$ cat src/rtl/best_1ofn_busy_pipe.sv
// Pipelined best-1-of-NCHAN CLCT pattern selector with busy masking.
// Optional per-channel dead-time after a win: define BEST1OFN_DEADTIME_EN.
module best_1ofn_busy_pipe #(
    parameter int NCHAN       = 7,
    parameter int MXPATB      = 7,
    parameter int MXKEYB      = 5,
    parameter int MXKEYBX     = 8,
    parameter int MXOFFSB     = 4,
    parameter int MXQLTB      = 6,
    parameter int MXBNDB      = 5,
    parameter int MXPATC      = 12,
    parameter int MXXKYB      = 10,
    parameter int SORT_ON_QLT = 0,
    parameter int SPLIT_KEY   = 128
) (
    input  logic                        clock,
    input  logic                        reset,
    input  logic                        in_vld,
    input  logic [NCHAN*MXPATB-1:0]     pat,
    input  logic [NCHAN*MXKEYB-1:0]     key,
    input  logic [NCHAN*MXOFFSB-1:0]    offs,
    input  logic [NCHAN*MXQLTB-1:0]     qlt,
    input  logic [NCHAN*MXBNDB-1:0]     bend,
    input  logic [NCHAN*MXPATC-1:0]     carry,
    input  logic [NCHAN-1:0]            bsy,
`ifdef BEST1OFN_DEADTIME_EN
    input  logic [3:0]                  deadtime,
`endif
    output logic                        best_vld,
    output logic [MXPATB-1:0]           best_pat,
    output logic [MXKEYBX-1:0]          best_key,
    output logic [MXXKYB-1:0]           best_subkey,
    output logic [MXQLTB-1:0]           best_qlt,
    output logic [MXBNDB-1:0]           best_bend,
    output logic [MXPATC-1:0]           best_carry,
    output logic                        best_bsy
`ifdef BEST1OFN_DEADTIME_EN
    ,
    output logic [NCHAN-1:0]            chan_dead
`endif
);

    localparam int LVL  = $clog2(NCHAN);
    localparam int NP   = 1 << LVL;
    localparam int IDXB = LVL;
    localparam int SKB  = MXPATB - 1;
    localparam int SW   = MXKEYBX + 4;

    localparam logic signed [SW-1:0] SMAX = SW'((NCHAN << MXKEYB) * 4 - 1);
    localparam logic signed [SW-1:0] SPLO = SW'(4 * SPLIT_KEY - 1);
    localparam logic signed [SW-1:0] SPHI = SW'(4 * SPLIT_KEY);
    localparam logic [MXKEYBX-1:0]   SPK  = MXKEYBX'(SPLIT_KEY);

    typedef struct packed {
        logic                cand;
        logic [SKB-1:0]      sk;
        logic [IDXB-1:0]     idx;
        logic [MXPATB-1:0]   pat;
        logic [MXKEYB-1:0]   key;
        logic [MXOFFSB-1:0]  offs;
        logic [MXQLTB-1:0]   qlt;
        logic [MXBNDB-1:0]   bend;
        logic [MXPATC-1:0]   carry;
    } node_t;

    // Lower index keeps the slot unless the higher one is strictly better.
    function automatic node_t pick(input node_t a, input node_t b);
        node_t r;
        r = a;
        if (b.cand && (!a.cand || (b.sk > a.sk))) r = b;
        return r;
    endfunction

    logic [NCHAN-1:0] dead;

    node_t leaf [NP];
    node_t nd   [1:2*NP-1];
    node_t nd_d [1:NP-1];
    node_t nd_q [1:NP-1];
    node_t root;

    logic [LVL-1:0] vld_d, vld_q;
    logic           rv;

    logic                best_vld_d, best_vld_q;
    logic [MXPATB-1:0]   best_pat_d, best_pat_q;
    logic [MXKEYBX-1:0]  best_key_d, best_key_q;
    logic [MXXKYB-1:0]   best_subkey_d, best_subkey_q;
    logic [MXQLTB-1:0]   best_qlt_d, best_qlt_q;
    logic [MXBNDB-1:0]   best_bend_d, best_bend_q;
    logic [MXPATC-1:0]   best_carry_d, best_carry_q;
    logic                best_bsy_d, best_bsy_q;

    logic [MXKEYBX-1:0]  fk;
    logic signed [SW-1:0] s;
    logic signed [SW-1:0] sc;

    // Unpack channels into tree leaves; padding leaves never compete.
    always_comb begin
        for (int i = 0; i < NP; i++) begin
            leaf[i]     = '0;
            leaf[i].idx = IDXB'(i);
        end
        for (int i = 0; i < NCHAN; i++) begin
            leaf[i].cand  = !bsy[i] && !dead[i];
            leaf[i].sk    = (SORT_ON_QLT != 0) ?
                            SKB'(qlt[i*MXQLTB +: MXQLTB]) :
                            pat[i*MXPATB+1 +: SKB];
            leaf[i].pat   = pat[i*MXPATB +: MXPATB];
            leaf[i].key   = key[i*MXKEYB +: MXKEYB];
            leaf[i].offs  = offs[i*MXOFFSB +: MXOFFSB];
            leaf[i].qlt   = qlt[i*MXQLTB +: MXQLTB];
            leaf[i].bend  = bend[i*MXBNDB +: MXBNDB];
            leaf[i].carry = carry[i*MXPATC +: MXPATC];
        end
    end

    // Heap-ordered tree: nodes 1..NP-1 are registered, NP.. are leaves.
    always_comb begin
        for (int k = 1; k < NP; k++) nd[k] = nd_q[k];
        for (int k = 0; k < NP; k++) nd[NP+k] = leaf[k];
        for (int k = 1; k < NP; k++) nd_d[k] = pick(nd[2*k], nd[2*k+1]);
    end

    assign root = nd_q[1];

    // Valid shift pipe aligned with the tree levels.
    always_comb begin
        vld_d[0] = in_vld;
        for (int k = 1; k < LVL; k++) vld_d[k] = vld_q[k-1];
    end

    assign rv = vld_q[LVL-1];

    // Pipeline registers for tree nodes and valid bits.
    always_ff @(posedge clock or posedge reset) begin
        if (reset) begin
            for (int k = 1; k < NP; k++) nd_q[k] <= '0;
            vld_q <= '0;
        end else begin
            for (int k = 1; k < NP; k++) nd_q[k] <= nd_d[k];
            vld_q <= vld_d;
        end
    end

    // Full key, quarter-strip subkey and clamping at the ME1b/ME1a boundary.
    always_comb begin
        fk = MXKEYBX'({root.idx, root.key});
        s  = $signed({2'b00, fk, 2'b00}) + SW'($signed(root.offs));
        sc = s;
        if (sc[SW-1]) sc = '0;
        if (SPLIT_KEY > 0) begin
            if ((fk < SPK) && (sc > SPLO)) sc = SPLO;
            if ((fk >= SPK) && (sc < SPHI)) sc = SPHI;
        end
        if (sc > SMAX) sc = SMAX;
    end

    // Output stage: load on valid, otherwise hold the last winner.
    always_comb begin
        best_vld_d    = rv;
        best_pat_d    = best_pat_q;
        best_key_d    = best_key_q;
        best_subkey_d = best_subkey_q;
        best_qlt_d    = best_qlt_q;
        best_bend_d   = best_bend_q;
        best_carry_d  = best_carry_q;
        best_bsy_d    = best_bsy_q;
        if (rv) begin
            if (root.cand) begin
                best_pat_d    = root.pat;
                best_key_d    = fk;
                best_subkey_d = sc[MXXKYB-1:0];
                best_qlt_d    = root.qlt;
                best_bend_d   = root.bend;
                best_carry_d  = root.carry;
                best_bsy_d    = 1'b0;
            end else begin
                best_pat_d    = '0;
                best_key_d    = '0;
                best_subkey_d = '0;
                best_qlt_d    = '0;
                best_bend_d   = '0;
                best_carry_d  = '0;
                best_bsy_d    = 1'b1;
            end
        end
    end

    // Output registers.
    always_ff @(posedge clock or posedge reset) begin
        if (reset) begin
            best_vld_q    <= 1'b0;
            best_pat_q    <= '0;
            best_key_q    <= '0;
            best_subkey_q <= '0;
            best_qlt_q    <= '0;
            best_bend_q   <= '0;
            best_carry_q  <= '0;
            best_bsy_q    <= 1'b0;
        end else begin
            best_vld_q    <= best_vld_d;
            best_pat_q    <= best_pat_d;
            best_key_q    <= best_key_d;
            best_subkey_q <= best_subkey_d;
            best_qlt_q    <= best_qlt_d;
            best_bend_q   <= best_bend_d;
            best_carry_q  <= best_carry_d;
            best_bsy_q    <= best_bsy_d;
        end
    end

    assign best_vld    = best_vld_q;
    assign best_pat    = best_pat_q;
    assign best_key    = best_key_q;
    assign best_subkey = best_subkey_q;
    assign best_qlt    = best_qlt_q;
    assign best_bend   = best_bend_q;
    assign best_carry  = best_carry_q;
    assign best_bsy    = best_bsy_q;

`ifdef BEST1OFN_DEADTIME_EN
    logic [3:0] cnt_d [NCHAN];
    logic [3:0] cnt_q [NCHAN];
    logic       win_ld;

    assign win_ld = rv && root.cand;

    // Reload the winner's counter as its result registers, else count down.
    always_comb begin
        for (int i = 0; i < NCHAN; i++) begin
            dead[i]  = (cnt_q[i] != 4'd0);
            cnt_d[i] = cnt_q[i];
            if (win_ld && (root.idx == IDXB'(i))) begin
                cnt_d[i] = deadtime;
            end else if (dead[i]) begin
                cnt_d[i] = cnt_q[i] - 4'd1;
            end
        end
    end

    // Dead-time counter registers.
    always_ff @(posedge clock or posedge reset) begin
        if (reset) begin
            for (int i = 0; i < NCHAN; i++) cnt_q[i] <= 4'd0;
        end else begin
            for (int i = 0; i < NCHAN; i++) cnt_q[i] <= cnt_d[i];
        end
    end

    assign chan_dead = dead;
`else
    assign dead = '0;
`endif

endmodule

$ cat config.mk
export PLATFORM = sky130hd
export DESIGN_NAME = best_1ofn_busy_pipe
export DESIGN_NICKNAME = d
export VERILOG_FILES = /design/src/rtl/best_1ofn_busy_pipe.sv
export SDC_FILE = /design/constraint.sdc
export NUM_CORES = 1
export LEC_CHECK = 0
export CELL_PAD_IN_SITES_DETAIL_PLACEMENT = 0
export CELL_PAD_IN_SITES_GLOBAL_PLACEMENT = 1
export CORE_ASPECT_RATIO = 2
export CORE_MARGIN = 3
export CORE_UTILIZATION = 40
export CTS_CLUSTER_DIAMETER = 150
export DETAILED_ROUTE_END_ITERATION = 16
export GPL_ROUTABILITY_DRIVEN = 0
export HOLD_SLACK_MARGIN = 0.12
export PLACE_DENSITY_LB_ADDON = 0.1
export SETUP_SLACK_MARGIN = 0.1
export SLEW_MARGIN = 25
export SYNTH_ARGS = -nofsm -noshare
export SYNTH_HDL_FRONTEND = slang
export SYNTH_SLANG_ARGS = --single-unit
export TNS_END_PERCENT = 50
$ cat constraint.sdc
create_clock -name clock -period 17.4 [get_ports clock]
set_clock_uncertainty 0.2 [all_clocks]
set_input_delay 3.48 -clock clock [delete_from_list [all_inputs] [get_ports clock]]
set_output_delay 3.48 -clock clock [all_outputs]
set_load 0.01 [all_outputs]
==> impl_results.md, run 1 <==
* Yosys cell types at 50
* Post-synthesis cell count at roughly 1800
* DRC violations left at 0
* Final Hold Viols at 0
* Achievable Freq at 159.0 MHz
* PwrDens at 131.4 mW/mm²
* Drt first pass iters at 5
* Gr ovfl total at 0
* Root buffer selected by CTS: clkbuf_16
* Net Sw Power at 0.001039 W
* Internal power at between 0.0015 and 0.002 W
* Async SR Flop Fraction at 1.000
* Leak at 9.376 nW
* Peak VDD IR at 79.15 µV
* Final net count at 2309
* Post-CTS Hold Buffers at 0
* Worst EP required at 17600 ps
* RSZ-0062 raised after global routing: false
* Worst setup path category: input pin to flip-flop
* First-pass GRT wire length at 85.17 mm
* Post-Route Setup TNS at 0 ps
* Placed cell count at 2486
* Die Ht at between 300 and 400 µm
* Htree depth at 2
* Result of the run: completed
* Worst-path cell chain: clkdlybuf4s50_1, inv_1, ha_1, nor2b_1, o21ai_0, nand2b_1, a2111oi_0, o31ai_4, buf_4, mux2_2
* Vias in the first global route at 15030
* Core area at 0.04271 mm²
* Mapped Area at 0.01736 mm²
* Initial Utilization at 0.4065
* Largest cells by area after synthesis: dfrtp_1, mux2_2, o2111ai_1
* Yosys reg bits at about 350
* Chip Width at 153.3 µm
* Hold Crit Class: flip-flop to flip-flop
* Avg Cell Area, Syn at 9.910 µm²
* GR Util All Layers at 0.2281
* Crit path launch type: input pin
* Via-to-Cell Ratio at 5.882
* Pin count of the biggest net entering global routing at 131
* Count of pins over their slew limit at 0
* Die area at 0.04609 mm²
* Slowest cell on crit path: o31ai_4
* Setup violators final at 0
* Vias at 15030
* Area Growth Syn to Fin at 29.30%
* CTS resizes at 0
* Initial antenna violation count at 9
* CTS tree: built
* Top-area cell type share of the netlist area at 0.4973
* Crit path arrival time at 6490 ps
* Post-synth EDFFs at 0
* Clock Latency Late Sink at 530 ps
* Max_slew headroom at 0.2925
* Largest stage delay on the critical path at approximately 800 ps
* Share of cells above drive strength 1 at 0.1182
* Critical Path End Type: flip-flop
* Tcrit/Tclk final at 0.3615
* Yosys warning count at 0
* Tmin final at 6290 ps
* Worst-path maximum fanout at 26
* Clk slew on worst S/H paths at roughly 60 ps
* Port bufs at about 330
* Switch share at 0.3522
* Routed Wire Length at 54.06 mm
* CTS Buf Count at 35
* Clock Power Share at 0.264
* Dpl hpwl at 38.04 mm
* Slew at the pin closest to its max-slew limit at 1059 ps
* Logic gate share of total power at 0.362
* Routed wire per std cell at between 20 and 25 µm
* Prevailing post-synth register cell: dfrtp_1
* MaxCap Viol Count at 0
* Site Rows at 107
* Cell taking the most area after synthesis: dfrtp_1
* Post-route ant nets at 0
* Postcts setup bufs at 0
* Initial DRC Count at 1143
* Reg power frac at 0.374
* I/O pin cnt at 333
* Num Clock Sinks at roughly 350
* Syn Nets at 2081
* Final non-filler cell total at about 2600
* Sequential area share after synthesis at 0.4973
* CTS Buffer Depth at 3
-- cell families (layout without fill, tap and decap cells) --
logic type | count (synthesis) | after routing | share of synthesized area
muxes | 119 | 119 | 0.07711
and+or+nand+nor | 437 | 437 | 0.1286
AOI/OAI and AO/OA | 479 | 479 | 0.1909
xor gates and xnor gates | 6 | 6 | 0.003027
adders and majority gates | 46 | 46 | 0.03358
buffers and inverters | 319 | 572 | 0.06926
other | 1 | 6 | 0.0002160
DFF | 345 | 345 | 0.4973
-- per-stage QoR --
stage / util / total power [W] / area [µm²] / hold slack [ps] / setup WS (ps)
finish: 0.5257 / 0.002950 / 22450 / 153.3 / 11110
global route: 0.5256 / 0.003125 / 22450 / 165.9 / 10970
CTS: 0.5244 / 0.002978 / 22390 / 155.1 / 11100
detailed placement: 0.4967 / 0.002188 / 21210 / 140.4 / 10530
global placement: 0.4929 / 0.002151 / 21050 / 140.0 / 10560
floorplan: - / 0.001749 / 17360 / 131.2 / 4155
-- final timing paths --
path / start / to / slack [ps] / cells after the start
worst max-delay path: pat[30] / nd[444] / 11110 / 10
worst min register to register: vld_q[0] / vld_q[1] / 150 / 0
worst min-delay path: vld_q[0] / vld_q[1] / 150 / 0
min in group asynchronous: reset / best_carry[8] / 3370 / 2
worst max register to register: nd[712] / best_subkey[6] / 13950 / 8
max in group asynchronous: reset / nd[440] / 12090 / 3
-- critical path, delay by kind of cell --
kind | cells | cell delay [ps]
buffers and inverters | 3 | 1030
multiplexers | 1 | 400
AO/OA/AOI/OAI | 3 | 1040
AND/OR/NAND/NOR | 2 | 190
adder cells (fa/ha/maj) | 1 | 280
-- state kept, by name, indices dropped and copies added (netlist names) --
name	count
best_pat	7
best_carry	12
vld_q	3
fk	8
best_key	8
best_bsy	1
nd	284
best_qlt	6
best_subkey	10
best_vld	1
best_bend	5
-- placed cells by master, fill, tap and decap left out, types with 13 or more instances in the layout --
master,count
clkbuf_16,37
nand4_1,126
buf_4,16
a21oi_1,13
mux2_2,118
a22o_1,36
dfrtp_1,339
clkdlybuf4s50_1,332
ha_1,45
o21ai_0,132
o2111ai_1,120
nand3_1,123
nand2_1,137
a31oi_1,120
inv_1,151
o21a_1,13
-- power by group through the flow --
stage                     Combinational, W  Sequential, W  Clock, W
final                              0.00107        0.00110  0.000779
after global routing               0.00117        0.00113  0.000831
after CTS                          0.00107        0.00110  0.000802
after detailed placement           0.00107        0.00112         0
after global placement             0.00104        0.00112         0
after floorplan                   0.000649        0.00110         0
-- cells in the mapped netlist, types with 2 or more instances --
cell,n
buf_2,4
buf_1,5
o22ai_1,6
clkbuf_1,157
a31oi_1,120
dfrtp_1,345
xor2_1,3
a221o_1,6
or4_1,2
a21o_1,4
a22o_1,36
and2_1,2
mux2_2,118
nor3_1,3
nand3b_1,3
ha_1,45
or2_2,7
a21oi_1,13
o21ai_0,132
a2111oi_0,3
o2111ai_1,120
nor2b_1,12
nand2b_1,9
nand3_1,123
o21ai_1,3
nand4_1,126
inv_1,152
o21a_1,15
o22a_1,3
o31ai_1,5
nor3b_1,2
xnor2_1,3
a211oi_1,5
nand2_1,137
nor2_1,7
o31a_1,2
-- cell type report --
type,instances,area [µm²]
Fill cell,3874,20260
Sequential cell,345,8641
Multi-Input combinational cell,1088,7694
Timing Repair Buffer,357,3659
Clock buffer,50,1035
Tap cell,545,681.9
Inverter,153,581.8
Clock inverter,12,145.1
Antenna cell,5,12.51
-- routing by layer --
layer  routed length, µm  GRT usage  up-vias
met2               28390     0.4066      518
met5                  24          0        -
met1               20730     0.2728     7451
li1                    -          -     6975
met4                1704    0.08601        4
met3                3211    0.04156       80
No activity file was read; power rests on OpenSTA's default activity.
==> run 2: changes to the inputs <==
==> constraint.sdc (replaced) <==
create_clock -name clock -period 6.3 [get_ports clock]
set_clock_uncertainty 0.2 [all_clocks]
set_input_delay 1.26 -clock clock [delete_from_list [all_inputs] [get_ports clock]]
set_output_delay 1.26 -clock clock [all_outputs]
set_load 0.01 [all_outputs]
==> run 2 against run 1 <==
Critical path depth stayed put. Final cell count hardly changed. Worst hold slack worse by 2.4 ps. Highest routed layer unchanged. Count of clock-buffer cells in the layout is 1 lower. Sequential power grew to 2.8 times the previous value. Global-route usage hardly changed.
==> impl_results.md, run 2 (synthesis gave the netlist of run 1 again) <==
* Result of the run: completed
* Fill count at 3839 (-0.90%)
* Slew at the pin closest to its max-slew limit at 1083 ps (+23.89 ps)
* Most common cell after layout, fill and taps aside: dfrtp_1
* Max FFs per register at 284 (unchanged)
* Crit path arrival time at 4060 ps (-2430 ps)
* Critical Path End Type: flip-flop
* Worst-path cell chain: clkdlybuf4s50_1, inv_1, ha_1, nor2b_1, o21ai_0, nand2b_1, a2111oi_0, o31ai_4, buf_4, mux2_2
* Worst Path Buf+Inv at 3 (unchanged)
* Commonest cells after routing, fill and taps aside: dfrtp_1, clkdlybuf4s50_1, inv_1, nand2_1, o21ai_0
* CTS tree: built
* Core area at 0.04271 mm² (unchanged)
* Root buffer selected by CTS: clkbuf_16
* Peak VDD IR at 272.1 µV (+240%)
* CTS Buffer Depth at 3 (unchanged)
* Tmin final at around 3900 ps
* I/O pin cnt at 333 (unchanged)
* Area Growth Syn to Fin at 29.65%
* Final Worst Setup Slack at 2450 ps (-8660 ps)
* Final non-filler cell total at 2556 (+0.039%)
* Dpl hpwl at 38.23 mm (+0.51%)
* Chip Width at 153.3 µm (unchanged)
* Gr ovfl total at 0 (unchanged)
* CTS Buf Count at 34 (-2.9%)
* Share of cells above drive strength 1 at 0.1184 (+0.0001771)
* Final core occ at 0.5271 (+0.001406)
* Delay-heaviest family, CP: compound AO/OA/AOI/OAI gates
* Worst-path maximum fanout at 25 (-3.8%)
* Count of pins over their slew limit at 0 (unchanged)
* Setup violators final at 0 (unchanged)
* Hold Crit Class: flip-flop to flip-flop
* Via-to-Cell Ratio at 5.863 (-0.32%)
* Vias at 14990 (-0.28%)
* Port bufs at 332 (unchanged)
* Final Hold Viols at 0 (unchanged)
* Internal power at 0.005320 W (+180%)
* GR Util All Layers at 0.2284 (+0.0002508)
* Crit path launch type: input pin
* Routed Wire Length at 54.32 mm (+0.47%)
* Achievable Freq at 259.7 MHz
* Initial Utilization at 0.4065 (unchanged)
* Site Rows at 107 (unchanged)
* Post-CTS Hold Buffers at 0 (unchanged)
* CTS resizes at 0 (unchanged)
* Vias in the first global route at 14820 (-1.4%)
* Tcrit/Tclk final at 0.6111
* Design area at 0.02251 mm² (+0.27%)
* Initial DRC Count at 1341 (+17%)
* Die area at 0.04609 mm² (unchanged)
* PwrDens at 363.0 mW/mm² (+180%)
* RSZ-0062 raised after global routing: false
* Pre-CTS WS at 1886 ps (-8643 ps)
* Placed Area at 0.02118 mm² (-0.18%)
* MaxCap Viol Count at 0 (unchanged)
* Leak at 9.396 nW (+0.21%)
* Post-Route Setup TNS at 0 ps (unchanged)
* Placed cell count at 2483 (-0.12%)
* Drt first pass iters at 7 (+2)
* First-pass GRT wire length at 84.93 mm (-0.29%)
* Post-route ant nets at 0 (unchanged)
* Clock Latency Late Sink at 530 ps (about the same)
* Htree depth at 2 (unchanged)
* Worst setup path category: input pin to flip-flop
* Routed wire per std cell at 21.25 µm (+0.43%)
* Net Sw Power at 0.002852 W (+170%)
* Initial antenna violation count at 12 (+3)
* Max_slew headroom at 0.2767 (-0.01578)
* Largest stage delay on the critical path at 690 ps (-130 ps)
* Switch share at 0.3490 (-0.003204)
* Clk slew on worst S/H paths at 60 ps (about the same)
* Clock Power Share at 0.265 (about the same)
* Die Ht at 300.6 µm (unchanged)
* Slowest cell on crit path: a2111oi_0
* Num Clock Sinks at 345 (unchanged)
* Logic gate share of total power at 0.359 (-0.003)
* Final net count at 2308 (-0.043%)
* Pin count of the biggest net entering global routing at 119 (-9.2%)
* Reg power frac at 0.375 (about the same)
* Worst EP required at 6510 ps (-11090 ps)
* DRC violations left at 0 (unchanged)
* Postcts setup bufs at 0 (unchanged)
-- run 2: path summary, 6_finish.rpt --
| check | startpoint | end | slack, ps | cells after the start |
|---|---|---|---|---|
| setup / recovery | pat[2] | nd[552] | 2450 | 10 |
| min in group asynchronous | reset | best_carry[8] | 940 | 2 |
| setup reg to reg | nd[712] | best_subkey[6] | 2990 | 8 |
| hold / removal | vld_q[0] | vld_q[1] | 150 | 0 |
| hold reg to reg | vld_q[0] | vld_q[1] | 150 | 0 |
| max in group asynchronous | reset | nd[440] | 3890 | 3 |
-- run 2: cell type report --
cell class	count	area [µm²]	area share
diodes	9	22.52	0.001001
repair buffers	357	3709	0.1648
multi-input cells	1088	7696	0.3419
clock buffers	49	1031	0.04580
clock inverters	10	150.1	0.006670
inverters	153	578.1	0.02568
well taps	545	681.9	0.03029
flip-flops and latches	345	8641	0.3839
-- run 2: worst reg2reg max path, stage by stage (launching register included) --
cell and delay (ps):
dfrtp_1 650, inv_1 170, fa_1 470, nand2b_1 200, a211oi_1 300, o31ai_1 170, a22oi_4 350, a2111oi_1 130
or4_1 540
-- run 2: through the flow --
step	hold slack (ps)	power, W
after floorplan	131.2	0.004831
after global placement	136.2	0.005911
after detailed placement	135.7	0.006015
after CTS	152.1	0.008209
after global routing	157.0	0.008654
final	150.9	0.008171
-- run 2: routing by layer --
| layer | track usage | share of wire |
|---|---|---|
| met1 | 0.2755 | 0.39 |
| met3 | 0.03754 | 0.056 |
| met4 | 0.08601 | 0.030 |
| met5 | 0 | 0.00061 |
| met2 | 0.4074 | 0.53 |
-- run 2: power groups by stage --
stage / logic (W) / registers (W) / clock network (W)
floorplan: 0.00179 / 0.00304 / 0
global placement: 0.00282 / 0.00309 / 0
detailed placement: 0.00290 / 0.00311 / 0
CTS: 0.00291 / 0.00307 / 0.00223
global route: 0.00320 / 0.00313 / 0.00233
finish: 0.00294 / 0.00307 / 0.00217
==> run 3: changes to the inputs <==
==> constraint.sdc (replaced) <==
create_clock -name clock -period 3.79 [get_ports clock]
set_clock_uncertainty 0.2 [all_clocks]
set_input_delay 0.758 -clock clock [delete_from_list [all_inputs] [get_ports clock]]
set_output_delay 0.758 -clock clock [all_outputs]
set_load 0.01 [all_outputs]
==> run 3 against run 2 <==
Register-to-register slack got worse by 2500 ps. First-iteration DRC count fell by 8.4%. Final cell count rose by 0.31%. Count of clock-buffer cells in the layout fell by 1. Highest routed layer unchanged. Non-clock buffer count rose by 11. Power rose by 64%. Utilization barely moved. Global-route usage fell by 0.19 points. Via count fell by 0.40%. Critical path type is now flip-flop to flip-flop. Flip-flop and latch count did not move.
==> impl_results.md, run 3 (synthesis gave the netlist of run 1 again) <==
* Reg power frac at 0.380 (+0.005)
* Fill count at 3809 (-0.78%)
* I/O pin cnt at 333 (unchanged)
* Final Worst Setup Slack at 488.9 ps (-1961 ps)
* RSZ-0062 raised after global routing: false
* Dpl hpwl at 38.69 mm (+1.2%)
* Die Ht at 300.6 µm (unchanged)
* CTS tree: built
* Placed cell count at 2495 (+0.48%)
* Result of the run: completed
* DRC violations left at 0 (unchanged)
* Post-CTS Hold Buffers at 0 (unchanged)
* Htree depth at 2 (unchanged)
* Achievable Freq at around 300 MHz
* Clock Power Share at 0.264 (about the same)
* Worst-path cell chain: inv_1, fa_1, nand2b_1, a211oi_1, o31ai_1, a22oi_4, a2111oi_1, or4_1
* Initial DRC Count at 1228 (-8.4%)
* Crit path launch type: flip-flop
* CTS resizes at 0 (unchanged)
* Pin count of the biggest net entering global routing at 90 (-24%)
* Switch share at 0.3480 (-0.001021)
* Via-to-Cell Ratio at 5.821 (-0.71%)
* Most common cell after layout, fill and taps aside: dfrtp_1
* Crit path from: nd[712]
* Crit path arrival time at 3500 ps (-560 ps)
* PwrDens at 596.5 mW/mm² (+64%)
* Max FFs per register at 284 (unchanged)
* Worst-path maximum fanout at 13 (-48%)
* Hold Crit Start: vld_q[0]
* Clk slew on worst S/H paths at 60 ps (about the same)
* Count of pins over their slew limit at 0 (unchanged)
* CTS Buf Count at 34 (unchanged)
* Leak at 9.413 nW (+0.19%)
* Slowest cell on crit path: dfrtp_1
* Worst setup path category: flip-flop to flip-flop
* Vias at 14930 (-0.40%)
* Delay-heaviest family, CP: compound AO/OA/AOI/OAI gates
* Tmin final at 3301 ps
* Net Sw Power at 0.004674 W (+64%)
* Worst Path Buf+Inv at 1 (-2)
* Hold EP: vld_q[1]
* Area Growth Syn to Fin at 29.72% (about the same)
* Final net count at 2319 (+0.48%)
* MaxCap Viol Count at 0 (unchanged)
* Slew at the pin closest to its max-slew limit at 1095 ps (+12.81 ps)
* Worst EP required at 3990 ps (-2520 ps)
* Worst R2R Path Depth at 8 (unchanged)
* First-pass GRT wire length at 84.37 mm (-0.66%)
* Initial Utilization at 0.4065 (unchanged)
* Critical Path End Type: flip-flop
* Drt first pass iters at 6 (-1)
* Clock Latency Late Sink at 530 ps (about the same)
* CTS Buffer Depth at 3 (unchanged)
* Tcrit/Tclk final at 0.8710
* GR Util All Layers at 0.2265 (-0.001855)
* Largest stage delay on the critical path at 660 ps (-30 ps)
* Internal power at 0.008759 W (+65%)
* Final Hold Viols at 0 (unchanged)
* Peak VDD IR at 346.4 µV (+27%)
* Commonest cells after routing, fill and taps aside: dfrtp_1, clkdlybuf4s50_1, inv_1, nand2_1, o21ai_0
* Chip Width at 153.3 µm (unchanged)
* Reg2reg end: best_subkey[6]
* Setup violators final at 0 (unchanged)
* Share of cells above drive strength 1 at 0.1217 (+0.003327)
* Crit Reg-Reg Startpoint: nd[712]
* Vias in the first global route at 14920 (+0.71%)
* Hold Path Depth at 0 (unchanged)
* Port bufs at 332 (unchanged)
* Routed Wire Length at 54.04 mm (-0.52%)
* Power Total at 0.01343 W (+64%)
* Initial antenna violation count at 10 (-2)
* Root buffer selected by CTS: clkbuf_16
* Pre-CTS WS at 185.3 ps (-1701 ps)
* Die area at 0.04609 mm² (unchanged)
* Core area at 0.04271 mm² (unchanged)
* Logic gate share of total power at 0.357 (-0.002)
* Post-route ant nets at 0 (unchanged)
* Hold Crit Class: flip-flop to flip-flop
* Hold Slack at 153.1 ps (+2.175 ps)
* Routed wire per std cell at 21.07 µm (-0.83%)
* Final non-filler cell total at 2564 (+0.31%)
* Postcts setup bufs at 0 (unchanged)
* Gr ovfl total at 0 (unchanged)
* Site Rows at 107 (unchanged)
* Reg-to-reg slack, setup at 490 ps (-2500 ps)
* Num Clock Sinks at 345 (unchanged)
* Max_slew headroom at 0.2680 (-0.008741)
-- run 3: worst max path at each step --
stage | endpoint | slack, ps | cells past startpoint
finish | best_subkey[6] | 490 | 8
global route | best_subkey[5] | 310 | 8
CTS | best_subkey[6] | 520 | 8
detailed placement | nd[544] | 190 | 11
global placement | nd[441] | 260 | 11
floorplan | best_bend[0] | -1780 | 1
-- run 3: final cells by class --
class | instances | area [µm²] | share of cell area
Sequential cell | 345 | 8641 | 0.3837
Multi-Input combinational cell | 1088 | 7696 | 0.3417
Timing Repair Buffer | 368 | 3761 | 0.1670
Clock buffer | 48 | 964.7 | 0.04283
Tap cell | 545 | 681.9 | 0.03028
Inverter | 153 | 578.1 | 0.02567
Clock inverter | 11 | 183.9 | 0.008167
Antenna cell | 6 | 15.01 | 0.0006667
-- run 3: per-stage QoR --
stage / cell area, µm² / TNS, ps / util
floorplan: 17370 / -615640 / -
global placement: 21250 / 0 / 0.4975
detailed placement: 21250 / 0 / 0.4975
CTS: 22400 / 0 / 0.5244
global route: 22520 / 0 / 0.5273
finish: 22520 / 0 / 0.5273
-- run 3: power groups by stage --
stage / sequential (W) / clock, W / combinational (W)
floorplan: 0.00505 / 0 / 0.00298
global placement: 0.00515 / 0 / 0.00471
detailed placement: 0.00518 / 0 / 0.00477
CTS: 0.00511 / 0.00366 / 0.00479
global route: 0.00520 / 0.00378 / 0.00525
finish: 0.00510 / 0.00354 / 0.00479
-- run 3: worst reg2reg max path, stage by stage (launching register included) --
cell and delay, ps:
dfrtp_1 660, inv_1 160, fa_1 480, nand2b_1 210
a211oi_1 310, o31ai_1 170, a22oi_4 340, a2111oi_1 110
or4_1 540
-- run 3: metal layers --
metal / up-vias / share of wire / track usage / routed length (µm)
met5: - / 0.00076 / 0 / 41
met4: 6 / 0.029 / 0.07687 / 1570
met3: 82 / 0.057 / 0.03797 / 3069
met2: 513 / 0.53 / 0.4102 / 28790
met1: 7340 / 0.38 / 0.2712 / 20570
li1: 6985 / - / - / -
